===== config.mk =====
export PLATFORM = sky130hd
export DESIGN_NAME = mem2axi_master_flat
export DESIGN_NICKNAME = d
export VERILOG_FILES = /design/src/rtl/mem2axi_master_if.sv /design/src/rtl/mem2axi_master.sv /design/src/flat_wrapper.sv
export SDC_FILE = /design/constraint.sdc
export NUM_CORES = 1
export LEC_CHECK = 0
export CORE_AREA = 2 2 346 348
export DETAILED_ROUTE_END_ITERATION = 16
export DIE_AREA = 0 0 348 350
export GPL_ROUTABILITY_DRIVEN = 0
export PLACE_DENSITY_LB_ADDON = 0.1
export SETUP_SLACK_MARGIN = 0.2
export SYNTH_ARGS = -nofsm -noshare
export SYNTH_HDL_FRONTEND = slang
export SYNTH_SLANG_ARGS = --single-unit
export TNS_END_PERCENT = 50

===== constraint.sdc =====
create_clock -name clk_i -period 1.3 [get_ports clk_i]
set_input_delay 0.39 -clock clk_i [delete_from_list [all_inputs] [get_ports clk_i]]
set_output_delay 0.39 -clock clk_i [all_outputs]
set_load 0.01 [all_outputs]

===== src/rtl/mem2axi_master_if.sv =====
// AXI4 bus bundle (AW, W, B, AR, R) shared by mem2axi_master and its slave.
// The master modport drives requests and response readies; the slave modport is the mirror image.
interface mem2axi_master_if #(
  parameter int unsigned AXI_ID_WIDTH   = 5,
  parameter int unsigned AXI_ADDR_WIDTH = 64,
  parameter int unsigned AXI_DATA_WIDTH = 64,
  parameter int unsigned AXI_USER_WIDTH = 64
);
  localparam int unsigned STRB_WIDTH = AXI_DATA_WIDTH / 8;

  logic [AXI_ID_WIDTH-1:0]   aw_id;
  logic [AXI_ADDR_WIDTH-1:0] aw_addr;
  logic [7:0]                aw_len;
  logic [2:0]                aw_size;
  logic [1:0]                aw_burst;
  logic                      aw_lock;
  logic [3:0]                aw_cache;
  logic [2:0]                aw_prot;
  logic [3:0]                aw_qos;
  logic [3:0]                aw_region;
  logic [5:0]                aw_atop;
  logic [AXI_USER_WIDTH-1:0] aw_user;
  logic                      aw_valid;
  logic                      aw_ready;

  logic [AXI_DATA_WIDTH-1:0] w_data;
  logic [STRB_WIDTH-1:0]     w_strb;
  logic                      w_last;
  logic [AXI_USER_WIDTH-1:0] w_user;
  logic                      w_valid;
  logic                      w_ready;

  logic [AXI_ID_WIDTH-1:0]   b_id;
  logic [1:0]                b_resp;
  logic [AXI_USER_WIDTH-1:0] b_user;
  logic                      b_valid;
  logic                      b_ready;

  logic [AXI_ID_WIDTH-1:0]   ar_id;
  logic [AXI_ADDR_WIDTH-1:0] ar_addr;
  logic [7:0]                ar_len;
  logic [2:0]                ar_size;
  logic [1:0]                ar_burst;
  logic                      ar_lock;
  logic [3:0]                ar_cache;
  logic [2:0]                ar_prot;
  logic [3:0]                ar_qos;
  logic [3:0]                ar_region;
  logic [AXI_USER_WIDTH-1:0] ar_user;
  logic                      ar_valid;
  logic                      ar_ready;

  logic [AXI_ID_WIDTH-1:0]   r_id;
  logic [AXI_DATA_WIDTH-1:0] r_data;
  logic [1:0]                r_resp;
  logic                      r_last;
  logic [AXI_USER_WIDTH-1:0] r_user;
  logic                      r_valid;
  logic                      r_ready;

  modport master (
    output aw_id, aw_addr, aw_len, aw_size, aw_burst, aw_lock, aw_cache, aw_prot,
           aw_qos, aw_region, aw_atop, aw_user, aw_valid,
    input  aw_ready,
    output w_data, w_strb, w_last, w_user, w_valid,
    input  w_ready,
    input  b_id, b_resp, b_user, b_valid,
    output b_ready,
    output ar_id, ar_addr, ar_len, ar_size, ar_burst, ar_lock, ar_cache, ar_prot,
           ar_qos, ar_region, ar_user, ar_valid,
    input  ar_ready,
    input  r_id, r_data, r_resp, r_last, r_user, r_valid,
    output r_ready
  );

  modport slave (
    input  aw_id, aw_addr, aw_len, aw_size, aw_burst, aw_lock, aw_cache, aw_prot,
           aw_qos, aw_region, aw_atop, aw_user, aw_valid,
    output aw_ready,
    input  w_data, w_strb, w_last, w_user, w_valid,
    output w_ready,
    output b_id, b_resp, b_user, b_valid,
    input  b_ready,
    input  ar_id, ar_addr, ar_len, ar_size, ar_burst, ar_lock, ar_cache, ar_prot,
           ar_qos, ar_region, ar_user, ar_valid,
    output ar_ready,
    output r_id, r_data, r_resp, r_last, r_user, r_valid,
    input  r_ready
  );
endinterface


===== src/rtl/mem2axi_master.sv =====
// Single-outstanding AXI4 master: turns a req/gnt memory port into single-beat
// AXI reads and writes, reporting each completion with a one-cycle rvalid_o pulse.
module mem2axi_master #(
  parameter int unsigned AXI_ID_WIDTH   = 5,
  parameter int unsigned AXI_ADDR_WIDTH = 64,
  parameter int unsigned AXI_DATA_WIDTH = 64,
  parameter int unsigned AXI_USER_WIDTH = 64,
  parameter logic [AXI_ID_WIDTH-1:0] AXI_ID = '0
) (
  input  logic                        clk_i,
  input  logic                        rst_ni,
  input  logic                        req_i,
  output logic                        gnt_o,
  input  logic                        we_i,
  input  logic [AXI_ADDR_WIDTH-1:0]   addr_i,
  input  logic [AXI_DATA_WIDTH/8-1:0] be_i,
  input  logic [AXI_DATA_WIDTH-1:0]   wdata_i,
  output logic                        rvalid_o,
  output logic [AXI_DATA_WIDTH-1:0]   rdata_o,
  output logic                        err_o,
  mem2axi_master_if.master            master
);
  localparam int unsigned STRB_WIDTH = AXI_DATA_WIDTH / 8;

  typedef enum logic [2:0] {IDLE, WR, WR_RESP, RD_ADDR, RD_DATA} state_e;

  state_e                    state_q, state_d;
  logic                      aw_valid_q, aw_valid_d;
  logic                      w_valid_q, w_valid_d;
  logic                      ar_valid_q, ar_valid_d;
  logic                      b_ready_q, b_ready_d;
  logic                      r_ready_q, r_ready_d;
  logic                      aw_done_q, aw_done_d;
  logic                      w_done_q, w_done_d;
  logic                      rvalid_q, rvalid_d;
  logic                      err_q, err_d;
  logic [AXI_ADDR_WIDTH-1:0] addr_q, addr_d;
  logic [STRB_WIDTH-1:0]     be_q, be_d;
  logic [AXI_DATA_WIDTH-1:0] wdata_q, wdata_d;
  logic [AXI_DATA_WIDTH-1:0] rdata_q, rdata_d;

  logic aw_hs, w_hs, b_hs, ar_hs, r_hs;
  assign aw_hs = aw_valid_q & master.aw_ready;
  assign w_hs  = w_valid_q & master.w_ready;
  assign b_hs  = b_ready_q & master.b_valid;
  assign ar_hs = ar_valid_q & master.ar_ready;
  assign r_hs  = r_ready_q & master.r_valid;

  // Next-state and registered-output logic; gnt_o is the only combinational output.
  always_comb begin
    state_d    = state_q;
    aw_valid_d = aw_valid_q;
    w_valid_d  = w_valid_q;
    ar_valid_d = ar_valid_q;
    b_ready_d  = b_ready_q;
    r_ready_d  = r_ready_q;
    aw_done_d  = aw_done_q;
    w_done_d   = w_done_q;
    addr_d     = addr_q;
    be_d       = be_q;
    wdata_d    = wdata_q;
    rdata_d    = rdata_q;
    rvalid_d   = 1'b0;
    err_d      = 1'b0;
    gnt_o      = 1'b0;

    case (state_q)
      IDLE: begin
        gnt_o = req_i;
        if (req_i) begin
          addr_d  = addr_i;
          be_d    = be_i;
          wdata_d = wdata_i;
          if (we_i) begin
            state_d    = WR;
            aw_valid_d = 1'b1;
            w_valid_d  = 1'b1;
            aw_done_d  = 1'b0;
            w_done_d   = 1'b0;
          end else begin
            state_d    = RD_ADDR;
            ar_valid_d = 1'b1;
          end
        end
      end
      // AW and W complete independently, in either order or together.
      WR: begin
        if (aw_hs) begin
          aw_valid_d = 1'b0;
          aw_done_d  = 1'b1;
        end
        if (w_hs) begin
          w_valid_d = 1'b0;
          w_done_d  = 1'b1;
        end
        if ((aw_done_q | aw_hs) & (w_done_q | w_hs)) begin
          state_d   = WR_RESP;
          b_ready_d = 1'b1;
        end
      end
      WR_RESP: begin
        if (b_hs) begin
          state_d   = IDLE;
          b_ready_d = 1'b0;
          rvalid_d  = 1'b1;
          err_d     = master.b_resp[1];
        end
      end
      RD_ADDR: begin
        if (ar_hs) begin
          state_d    = RD_DATA;
          ar_valid_d = 1'b0;
          r_ready_d  = 1'b1;
        end
      end
      RD_DATA: begin
        if (r_hs) begin
          state_d   = IDLE;
          r_ready_d = 1'b0;
          rvalid_d  = 1'b1;
          err_d     = master.r_resp[1];
          rdata_d   = master.r_data;
        end
      end
      default: state_d = IDLE;
    endcase
  end

  always_ff @(posedge clk_i) begin
    if (!rst_ni) begin
      state_q    <= IDLE;
      aw_valid_q <= 1'b0;
      w_valid_q  <= 1'b0;
      ar_valid_q <= 1'b0;
      b_ready_q  <= 1'b0;
      r_ready_q  <= 1'b0;
      aw_done_q  <= 1'b0;
      w_done_q   <= 1'b0;
      rvalid_q   <= 1'b0;
      err_q      <= 1'b0;
      addr_q     <= '0;
      be_q       <= '0;
      wdata_q    <= '0;
      rdata_q    <= '0;
    end else begin
      state_q    <= state_d;
      aw_valid_q <= aw_valid_d;
      w_valid_q  <= w_valid_d;
      ar_valid_q <= ar_valid_d;
      b_ready_q  <= b_ready_d;
      r_ready_q  <= r_ready_d;
      aw_done_q  <= aw_done_d;
      w_done_q   <= w_done_d;
      rvalid_q   <= rvalid_d;
      err_q      <= err_d;
      addr_q     <= addr_d;
      be_q       <= be_d;
      wdata_q    <= wdata_d;
      rdata_q    <= rdata_d;
    end
  end

  // Fixed single-beat, 8-byte INCR attributes on both address channels.
  assign master.aw_id     = AXI_ID;
  assign master.aw_addr   = addr_q;
  assign master.aw_len    = 8'd0;
  assign master.aw_size   = 3'd3;
  assign master.aw_burst  = 2'b01;
  assign master.aw_lock   = 1'b0;
  assign master.aw_cache  = 4'd0;
  assign master.aw_prot   = 3'd0;
  assign master.aw_qos    = 4'd0;
  assign master.aw_region = 4'd0;
  assign master.aw_atop   = 6'd0;
  assign master.aw_user   = {AXI_USER_WIDTH{1'b0}};
  assign master.aw_valid  = aw_valid_q;

  assign master.w_data    = wdata_q;
  assign master.w_strb    = be_q;
  assign master.w_last    = 1'b1;
  assign master.w_user    = {AXI_USER_WIDTH{1'b0}};
  assign master.w_valid   = w_valid_q;

  assign master.b_ready   = b_ready_q;

  assign master.ar_id     = AXI_ID;
  assign master.ar_addr   = addr_q;
  assign master.ar_len    = 8'd0;
  assign master.ar_size   = 3'd3;
  assign master.ar_burst  = 2'b01;
  assign master.ar_lock   = 1'b0;
  assign master.ar_cache  = 4'd0;
  assign master.ar_prot   = 3'd0;
  assign master.ar_qos    = 4'd0;
  assign master.ar_region = 4'd0;
  assign master.ar_user   = {AXI_USER_WIDTH{1'b0}};
  assign master.ar_valid  = ar_valid_q;

  assign master.r_ready   = r_ready_q;

  assign rvalid_o = rvalid_q;
  assign rdata_o  = rdata_q;
  assign err_o    = err_q;

  // Response IDs, user bits and r_last carry no information for single-beat, single-ID traffic.
  logic unused_resp;
  assign unused_resp = ^{master.b_id, master.b_user, master.b_resp[0],
                         master.r_id, master.r_user, master.r_resp[0], master.r_last};
endmodule

===== src/flat_wrapper.sv =====
// flat-port wrapper written by rule: the top's interface ports become plain ports
module mem2axi_master_flat 
#(
  parameter int unsigned AXI_ID_WIDTH   = 5,
  parameter int unsigned AXI_ADDR_WIDTH = 64,
  parameter int unsigned AXI_DATA_WIDTH = 64,
  parameter int unsigned AXI_USER_WIDTH = 64,
  parameter logic [AXI_ID_WIDTH-1:0] AXI_ID = '0
)
  (clk_i, rst_ni, req_i, gnt_o, we_i, addr_i, be_i, wdata_i, rvalid_o, rdata_o, err_o, master_aw_id, master_aw_addr, master_aw_len, master_aw_size, master_aw_burst, master_aw_lock, master_aw_cache, master_aw_prot, master_aw_qos, master_aw_region, master_aw_atop, master_aw_user, master_aw_valid, master_aw_ready, master_w_data, master_w_strb, master_w_last, master_w_user, master_w_valid, master_w_ready, master_b_id, master_b_resp, master_b_user, master_b_valid, master_b_ready, master_ar_id, master_ar_addr, master_ar_len, master_ar_size, master_ar_burst, master_ar_lock, master_ar_cache, master_ar_prot, master_ar_qos, master_ar_region, master_ar_user, master_ar_valid, master_ar_ready, master_r_id, master_r_data, master_r_resp, master_r_last, master_r_user, master_r_valid, master_r_ready);
  mem2axi_master_if #(.AXI_ID_WIDTH(AXI_ID_WIDTH), .AXI_ADDR_WIDTH(AXI_ADDR_WIDTH), .AXI_DATA_WIDTH(AXI_DATA_WIDTH), .AXI_USER_WIDTH(AXI_USER_WIDTH)) master_i ();
  input  logic clk_i;
  input  logic rst_ni;
  input  logic req_i;
  output logic gnt_o;
  input  logic we_i;
  input  logic [AXI_ADDR_WIDTH-1:0] addr_i;
  input  logic [AXI_DATA_WIDTH/8-1:0] be_i;
  input  logic [AXI_DATA_WIDTH-1:0] wdata_i;
  output logic rvalid_o;
  output logic [AXI_DATA_WIDTH-1:0] rdata_o;
  output logic err_o;
  output wire logic [$bits(master_i.aw_id)-1:0] master_aw_id;
  output wire logic [$bits(master_i.aw_addr)-1:0] master_aw_addr;
  output wire logic [$bits(master_i.aw_len)-1:0] master_aw_len;
  output wire logic [$bits(master_i.aw_size)-1:0] master_aw_size;
  output wire logic [$bits(master_i.aw_burst)-1:0] master_aw_burst;
  output wire logic [$bits(master_i.aw_lock)-1:0] master_aw_lock;
  output wire logic [$bits(master_i.aw_cache)-1:0] master_aw_cache;
  output wire logic [$bits(master_i.aw_prot)-1:0] master_aw_prot;
  output wire logic [$bits(master_i.aw_qos)-1:0] master_aw_qos;
  output wire logic [$bits(master_i.aw_region)-1:0] master_aw_region;
  output wire logic [$bits(master_i.aw_atop)-1:0] master_aw_atop;
  output wire logic [$bits(master_i.aw_user)-1:0] master_aw_user;
  output wire logic [$bits(master_i.aw_valid)-1:0] master_aw_valid;
  input wire logic [$bits(master_i.aw_ready)-1:0] master_aw_ready;
  output wire logic [$bits(master_i.w_data)-1:0] master_w_data;
  output wire logic [$bits(master_i.w_strb)-1:0] master_w_strb;
  output wire logic [$bits(master_i.w_last)-1:0] master_w_last;
  output wire logic [$bits(master_i.w_user)-1:0] master_w_user;
  output wire logic [$bits(master_i.w_valid)-1:0] master_w_valid;
  input wire logic [$bits(master_i.w_ready)-1:0] master_w_ready;
  input wire logic [$bits(master_i.b_id)-1:0] master_b_id;
  input wire logic [$bits(master_i.b_resp)-1:0] master_b_resp;
  input wire logic [$bits(master_i.b_user)-1:0] master_b_user;
  input wire logic [$bits(master_i.b_valid)-1:0] master_b_valid;
  output wire logic [$bits(master_i.b_ready)-1:0] master_b_ready;
  output wire logic [$bits(master_i.ar_id)-1:0] master_ar_id;
  output wire logic [$bits(master_i.ar_addr)-1:0] master_ar_addr;
  output wire logic [$bits(master_i.ar_len)-1:0] master_ar_len;
  output wire logic [$bits(master_i.ar_size)-1:0] master_ar_size;
  output wire logic [$bits(master_i.ar_burst)-1:0] master_ar_burst;
  output wire logic [$bits(master_i.ar_lock)-1:0] master_ar_lock;
  output wire logic [$bits(master_i.ar_cache)-1:0] master_ar_cache;
  output wire logic [$bits(master_i.ar_prot)-1:0] master_ar_prot;
  output wire logic [$bits(master_i.ar_qos)-1:0] master_ar_qos;
  output wire logic [$bits(master_i.ar_region)-1:0] master_ar_region;
  output wire logic [$bits(master_i.ar_user)-1:0] master_ar_user;
  output wire logic [$bits(master_i.ar_valid)-1:0] master_ar_valid;
  input wire logic [$bits(master_i.ar_ready)-1:0] master_ar_ready;
  input wire logic [$bits(master_i.r_id)-1:0] master_r_id;
  input wire logic [$bits(master_i.r_data)-1:0] master_r_data;
  input wire logic [$bits(master_i.r_resp)-1:0] master_r_resp;
  input wire logic [$bits(master_i.r_last)-1:0] master_r_last;
  input wire logic [$bits(master_i.r_user)-1:0] master_r_user;
  input wire logic [$bits(master_i.r_valid)-1:0] master_r_valid;
  output wire logic [$bits(master_i.r_ready)-1:0] master_r_ready;
  assign master_aw_id = master_i.aw_id;
  assign master_aw_addr = master_i.aw_addr;
  assign master_aw_len = master_i.aw_len;
  assign master_aw_size = master_i.aw_size;
  assign master_aw_burst = master_i.aw_burst;
  assign master_aw_lock = master_i.aw_lock;
  assign master_aw_cache = master_i.aw_cache;
  assign master_aw_prot = master_i.aw_prot;
  assign master_aw_qos = master_i.aw_qos;
  assign master_aw_region = master_i.aw_region;
  assign master_aw_atop = master_i.aw_atop;
  assign master_aw_user = master_i.aw_user;
  assign master_aw_valid = master_i.aw_valid;
  assign master_i.aw_ready = master_aw_ready;
  assign master_w_data = master_i.w_data;
  assign master_w_strb = master_i.w_strb;
  assign master_w_last = master_i.w_last;
  assign master_w_user = master_i.w_user;
  assign master_w_valid = master_i.w_valid;
  assign master_i.w_ready = master_w_ready;
  assign master_i.b_id = master_b_id;
  assign master_i.b_resp = master_b_resp;
  assign master_i.b_user = master_b_user;
  assign master_i.b_valid = master_b_valid;
  assign master_b_ready = master_i.b_ready;
  assign master_ar_id = master_i.ar_id;
  assign master_ar_addr = master_i.ar_addr;
  assign master_ar_len = master_i.ar_len;
  assign master_ar_size = master_i.ar_size;
  assign master_ar_burst = master_i.ar_burst;
  assign master_ar_lock = master_i.ar_lock;
  assign master_ar_cache = master_i.ar_cache;
  assign master_ar_prot = master_i.ar_prot;
  assign master_ar_qos = master_i.ar_qos;
  assign master_ar_region = master_i.ar_region;
  assign master_ar_user = master_i.ar_user;
  assign master_ar_valid = master_i.ar_valid;
  assign master_i.ar_ready = master_ar_ready;
  assign master_i.r_id = master_r_id;
  assign master_i.r_data = master_r_data;
  assign master_i.r_resp = master_r_resp;
  assign master_i.r_last = master_r_last;
  assign master_i.r_user = master_r_user;
  assign master_i.r_valid = master_r_valid;
  assign master_r_ready = master_i.r_ready;
  mem2axi_master #(.AXI_ID_WIDTH(AXI_ID_WIDTH), .AXI_ADDR_WIDTH(AXI_ADDR_WIDTH), .AXI_DATA_WIDTH(AXI_DATA_WIDTH), .AXI_USER_WIDTH(AXI_USER_WIDTH), .AXI_ID(AXI_ID)) u_core (.clk_i(clk_i), .rst_ni(rst_ni), .req_i(req_i), .gnt_o(gnt_o), .we_i(we_i), .addr_i(addr_i), .be_i(be_i), .wdata_i(wdata_i), .rvalid_o(rvalid_o), .rdata_o(rdata_o), .err_o(err_o), .master(master_i));
endmodule

* Word-level counts from Yosys, hierarchy flattened
Cells that the tools add are included.
W data, S select, Z words.
** Word-level totals
- Bits in writable memories :: 0
- Bits in registers :: 212
- Memories kept :: 0
- Bits of input ports :: 352
- ROM bits :: 0
- Latch bits :: 0
** Operators by class
- Equal/unequal tests :: 13
- Reductions and logical operators :: 13
- Add/subtract/negate cells :: 0
- Shift-type cells :: 0
- Divide/modulo/power cells :: 0
- Muxes and demuxes :: 36
- Magnitude comparators :: 0
- $mul :: 0
- Bitwise gates (word level) :: 8
** Operator list (number)
- $mux W1 :: 20
- $pmux W1 S2 :: 9
- $mux W3 :: 5
- $pmux W3 S5 :: 1
- $ne A2 B1 Y1 const B :: 6
- $reduce_and A4 Y1 :: 3
- $reduce_bool A2 Y1 :: 4
- $and A1 B1 Y1 :: 6
- $eq A3 B2 Y1 const B :: 2
- $ne A2 B2 Y1 const B :: 3
- $reduce_and A3 Y1 :: 2
- $reduce_and A5 Y1 :: 1
- $reduce_and A2 Y1 :: 2
- $eq A3 B1 Y1 const B :: 1
- $eq A3 B3 Y1 const B :: 1
- $logic_not A3 Y1 :: 1
- $mux W2 :: 1
- $or A1 B1 Y1 :: 2

* Longest topological paths before layout
- Depth after elaboration :: 5
- Gate-level depth with buffers :: 7

* Least setup slack after synthesis
Ideal clock, no wire load.
- Path type :: register -> register
- From :: register u_core.state_q[1]
- To :: register u_core.ar_valid_q (netlist: u_core.master.ar_valid)
- Stages on the path, launching flop included :: 6
- Buffers on the path :: 1
- Library setup time :: 0.122 ns
- Arrival :: 1.257 ns
- Slack :: -0.079 ns
- Path through :: dfxtp_1 -> buf_6 -> nor3b_2 -> a32oi_1 -> o211ai_2 -> o311a_1
** Between the ends
- Cells in the longest elaborated chain, start to end :: 3
- Elaborated cells on any way between the ends :: 8
- Classes of those cells :: 4 x eq/ne; 1 x mux; 3 x reduce/logical
** RTL lines
- start: declaration :: line mem2axi_master.sv:27 : state_e state_q, state_d;
- start signal: assignment :: line mem2axi_master.sv:146 : state_q <= state_d;
- $eq A3 B2 Y1 or $logic_not A3 Y1 (tied branches) :: line mem2axi_master.sv:67 : case (state_q)
- $ne A2 B1 Y1 (no line) (tied with other cells)
- $reduce_and A4 Y1 (no line)
- end signal: assignment :: line mem2axi_master.sv:149 : ar_valid_q <= ar_valid_d;
- end: declaration :: line mem2axi_master.sv:30 : logic ar_valid_q, ar_valid_d;
Parallel ways exist; a longest one is shown, timed or not.
A chain may end at the register's enable or synchronous reset.

* Worst setup path in the final report
- From :: register u_core.state_q[1]
- To :: output port gnt_o
** Between the ends
- Cells in the longest elaborated chain, start to end :: 2
** RTL lines
- $logic_not A3 Y1 :: line mem2axi_master.sv:67
- $mux W1 :: line mem2axi_master.sv:67
- end: declaration :: line flat_wrapper.sv:15 : output logic gnt_o;
No other way between the ends.

==> results by group <==
Timing
  – Final Hold Vio Count: 0
  – Final worst slack: -378 ps
  – FMAX: 596 MHz
  – Final min period: 1680 ps
  – Worst Clk Skew: roughly 25 ps
  – RSZ-0062 raised after global routing: yes
  – Final setup fails: about 480
  – Hold slack: around 270 ps
  – Period utilisation layout: 129%
  – Slew Limit Fails: 0

Final layout
  – Cell area after layout: 19200 um2
  – Reg area: 4600 um2
  – Nets: 2137
  – Syn-to-layout area delta: 83.5%
  – Layout cells sized above 1: 40.4%
  – Non-filler cells, final: ~3300
  – Multi-input gate area: between 4000 and 5000 um2
  – Fillers: 13315

Worst setup path
  – CP Capture Type: primary output
  – Worst Path Required: 910 ps
  – Crit path kind: reg2out
  – Worst EP arrival: about 1300 ps
  – Setup crit start kind: flop
  – Critical path peak fanout: 2

Synth
  – Mux share of post-synthesis cell area: 0.0959%
  – Number of distinct library cells after synthesis: 33
  – Flops & latches, synth: ~210
  – Syn Area/Cell: slightly above 8 um2
  – Adder and majority gate portion of the synthesized area: 0%
  – Syn. warnings: 0
  – Netlist Area Pre-Place: between 10000 and 15000 um2
  – Synth Area in XOR/XNOR: less than 1%
  – Yosys top cell by area: dfxtp_1
  – Synth Area in Simple Gates: 15.9%
  – Top post-synthesis cells by area: dfxtp_1 41%, buf_4 24%, nand2_1 15%, a21boi_1 14%, buf_2 1.8%
  – Main combinational cell family by area after synthesis: buffers and inverters
  – Synth Area in Compound Gates: between 15 and 20%
  – Synthesized instance count: roughly 1300
  – Share of the synthesized area in the top cell type: between 40% and 50%
  – Post-synthesis sequential area ratio: slightly above 40%

Floorplanning
  – Initial core utilization: just under 9%
  – Die X: approximately 350 um
  – Core Rows: 126
  – Die area: approximately 120000 um2
  – Core Region: 118000 um2
  – Io pins: roughly 890
  – DIE HEIGHT: between 300 and 400 um

Clock tree
  – CTS tree: yes
  – # H-tree levels: 2
  – Clock root buffer: clkbuf_16
  – Clock-pin slew on the worst setup and hold paths: approximately 60 ps
  – CTS max path bufs: 3
  – Hold_buf cts: 0
  – CTS Buf Count: 34
  – Clock Latency Late Sink: between 500 and 600 ps
  – Clk sink count: around 210

Routing
  – ANT nets after route: 0
  – Number of remaining DRC errors: 0
  – Vias: 9474
  – Initial DRC count: around 310
  – DRT Pass-1 Iters: 4
  – Total Wirelength: 51.9 mm
  – Vias per cell: between 2 and 3
  – DR WL/cell: 15.5 um

Global routing
  – Initial antenna violation count: 10
  – GRT overflow: 0
  – Global-route wire length before repair: between 60 and 70 mm
  – Global Route Usage Sum: under 10%
  – Vias in the first global route: 8950
  – Largest net degree at the start of global routing: between 60 and 70

Power
  – Lkg Pwr: just under 8 nW
  – Internal power: 18.4 mW
  – Seq pwr share: 30.1%
  – Pwr/cell area: around 1400 nW/um2
  – IR drop worst, VDD: around 0.00062 V
  – Net Switching: between 9 and 10 mW
  – Clock share of power: 34.8%
  – Sw Ratio: about a third
  – Gate power share: roughly a third

Placement
  – Placed cells: ~3200
  – IO Port Bufs: around 480
  – Placement Setup Slack: -1030 ps
  – Post-DP HPWL: 36.8 mm
  – Post-DP Area: about 16000 um2

Run
  – Number of max-cap violations: 0

Outcome
  – Run status: complete, but fails checks
  – Failing checks: setup timing

Min path
  – Worst min path class: in2reg
-- cell usage in the layout (no fill, tap or decap), types with 3 or more instances in the layout --
cell type / count
nand2_4: 16
buf_2: 9
conb_1: 267
clkbuf_16: 47
clkdlybuf4s50_1: 208
buf_4: 72
dfxtp_2: 167
buf_16: 4
a31oi_1: 3
clkbuf_8: 7
dfxtp_4: 40
clkbuf_1: 11
a21oi_1: 3
buf_12: 23
a21boi_1: 177
nand3_1: 3
o211a_1: 3
buf_8: 9
nand2_1: 376
dfxtp_1: 5
buf_6: 278
nand4_1: 3
a21boi_2: 25
nor3_1: 4
nand2_2: 17
o31ai_1: 4
-- cells in the mapped netlist --
cell type	n
buf_2	38
nor3b_2	1
o31ai_1	4
clkbuf_1	27
a21boi_1	196
a22o_1	1
conb_1	2
nand2_1	409
o21bai_1	1
nor3_1	4
nor2_2	1
xor2_1	1
nor2_1	1
o311a_1	1
and2_1	1
o211a_1	3
nor4b_2	1
a21boi_0	6
a32oi_1	1
a21oi_1	4
nand4_1	3
dfxtp_1	212
nand2b_1	1
buf_4	336
buf_6	1
inv_2	2
o211ai_1	1
mux2i_1	1
nand3_1	4
and3b_1	1
o211ai_2	1
nand3b_1	1
a31oi_1	3
-- power groups by stage --
stage	Sequential, mW	Combinational (mW)	Clock, mW
finish	8.24	9.62	9.53
global route	8.37	10.4	10.4
CTS	8.26	8.14	10.2
detailed placement	8.05	7.63	0
global placement	8.02	7.68	0
floorplan	8.21	3.75	0
-- through the flow --
stage	power [mW]	setup TNS, ps	util [%]
after global routing	29.2	-113680	16.3
after floorplan	12.0	-23.6	-
after CTS	26.6	-97620	15.4
after detailed placement	15.7	-173780	13.7
final	27.4	-72960	16.3
after global placement	15.7	-174250	13.7
-- logic make-up (layout without fill, tap and decap cells) --
| logic type | after synthesis | after routing |
|---|---|---|
| xor gates and xnor gates | 1 | 1 |
| other | 2 | 269 |
| DFF | 212 | 212 |
| muxes | 1 | 1 |
| buffers and inverters | 404 | 679 |
| and+or+nand+nor | 428 | 428 |
| AOI/OAI and AO/OA | 222 | 222 |
-- area by class of cell --
cell class | count | share of cell area (%)
multi-input cells | 919 | 24.3
clock inverters | 8 | 0.640
well taps | 1536 | 10.0
clock buffers | 53 | 5.29
inverters | 2 | 0.0653
repair buffers | 616 | 35.6
flip-flops and latches | 212 | 24.0
diodes | 2 | 0.0261
-- critical path: stages, from the launching register on --
cell and delay, ps:
dfxtp_2 330, nor2_4 130, nand3_4 90, clkinv_4 80
buf_6 90
-- timing repair --
item                                    in CTS  in global routing
setup buffers                               29                 16
endpoints found under the setup margin     484                484
cloned                                       0                 17
pin swaps                                    2                 30
gates resized for setup                   1598                199
-- final timing paths --
| path | cells after the start | endpoint | from | slack, ps |
|---|---|---|---|---|
| worst max-delay path | 4 | gnt_o | u_core.state_q[1] | -380 |
| worst min-delay path | 4 | u_core.state_q[1] | rst_ni | 270 |
| worst max register to register | 10 | u_core.master.w_data[44] | u_core.state_q[1] | -310 |
| worst min register to register | 2 | u_core.master.w_data[1] | u_core.master.w_data[1] | 460 |
-- layer usage --
metal | GRT usage (%) | up-vias | routed length, um
met2 | 11.7 | 512 | 23500
met1 | 8.36 | 4371 | 20800
met5 | 0 | - | 102
li1 | - | 4515 | -
met3 | 4.55 | 60 | 6470
met4 | 2.05 | 16 | 918
-- registers in the layout, summed over array words and instances (netlist names), 3 cells and up --
register	count
u_core.master.w_strb	8
u_core.master.w_data	64
u_core.master.ar_addr	64
u_core.state_q	3
u_core.rdata_o	64
Power figures use the tool's default switching activity.
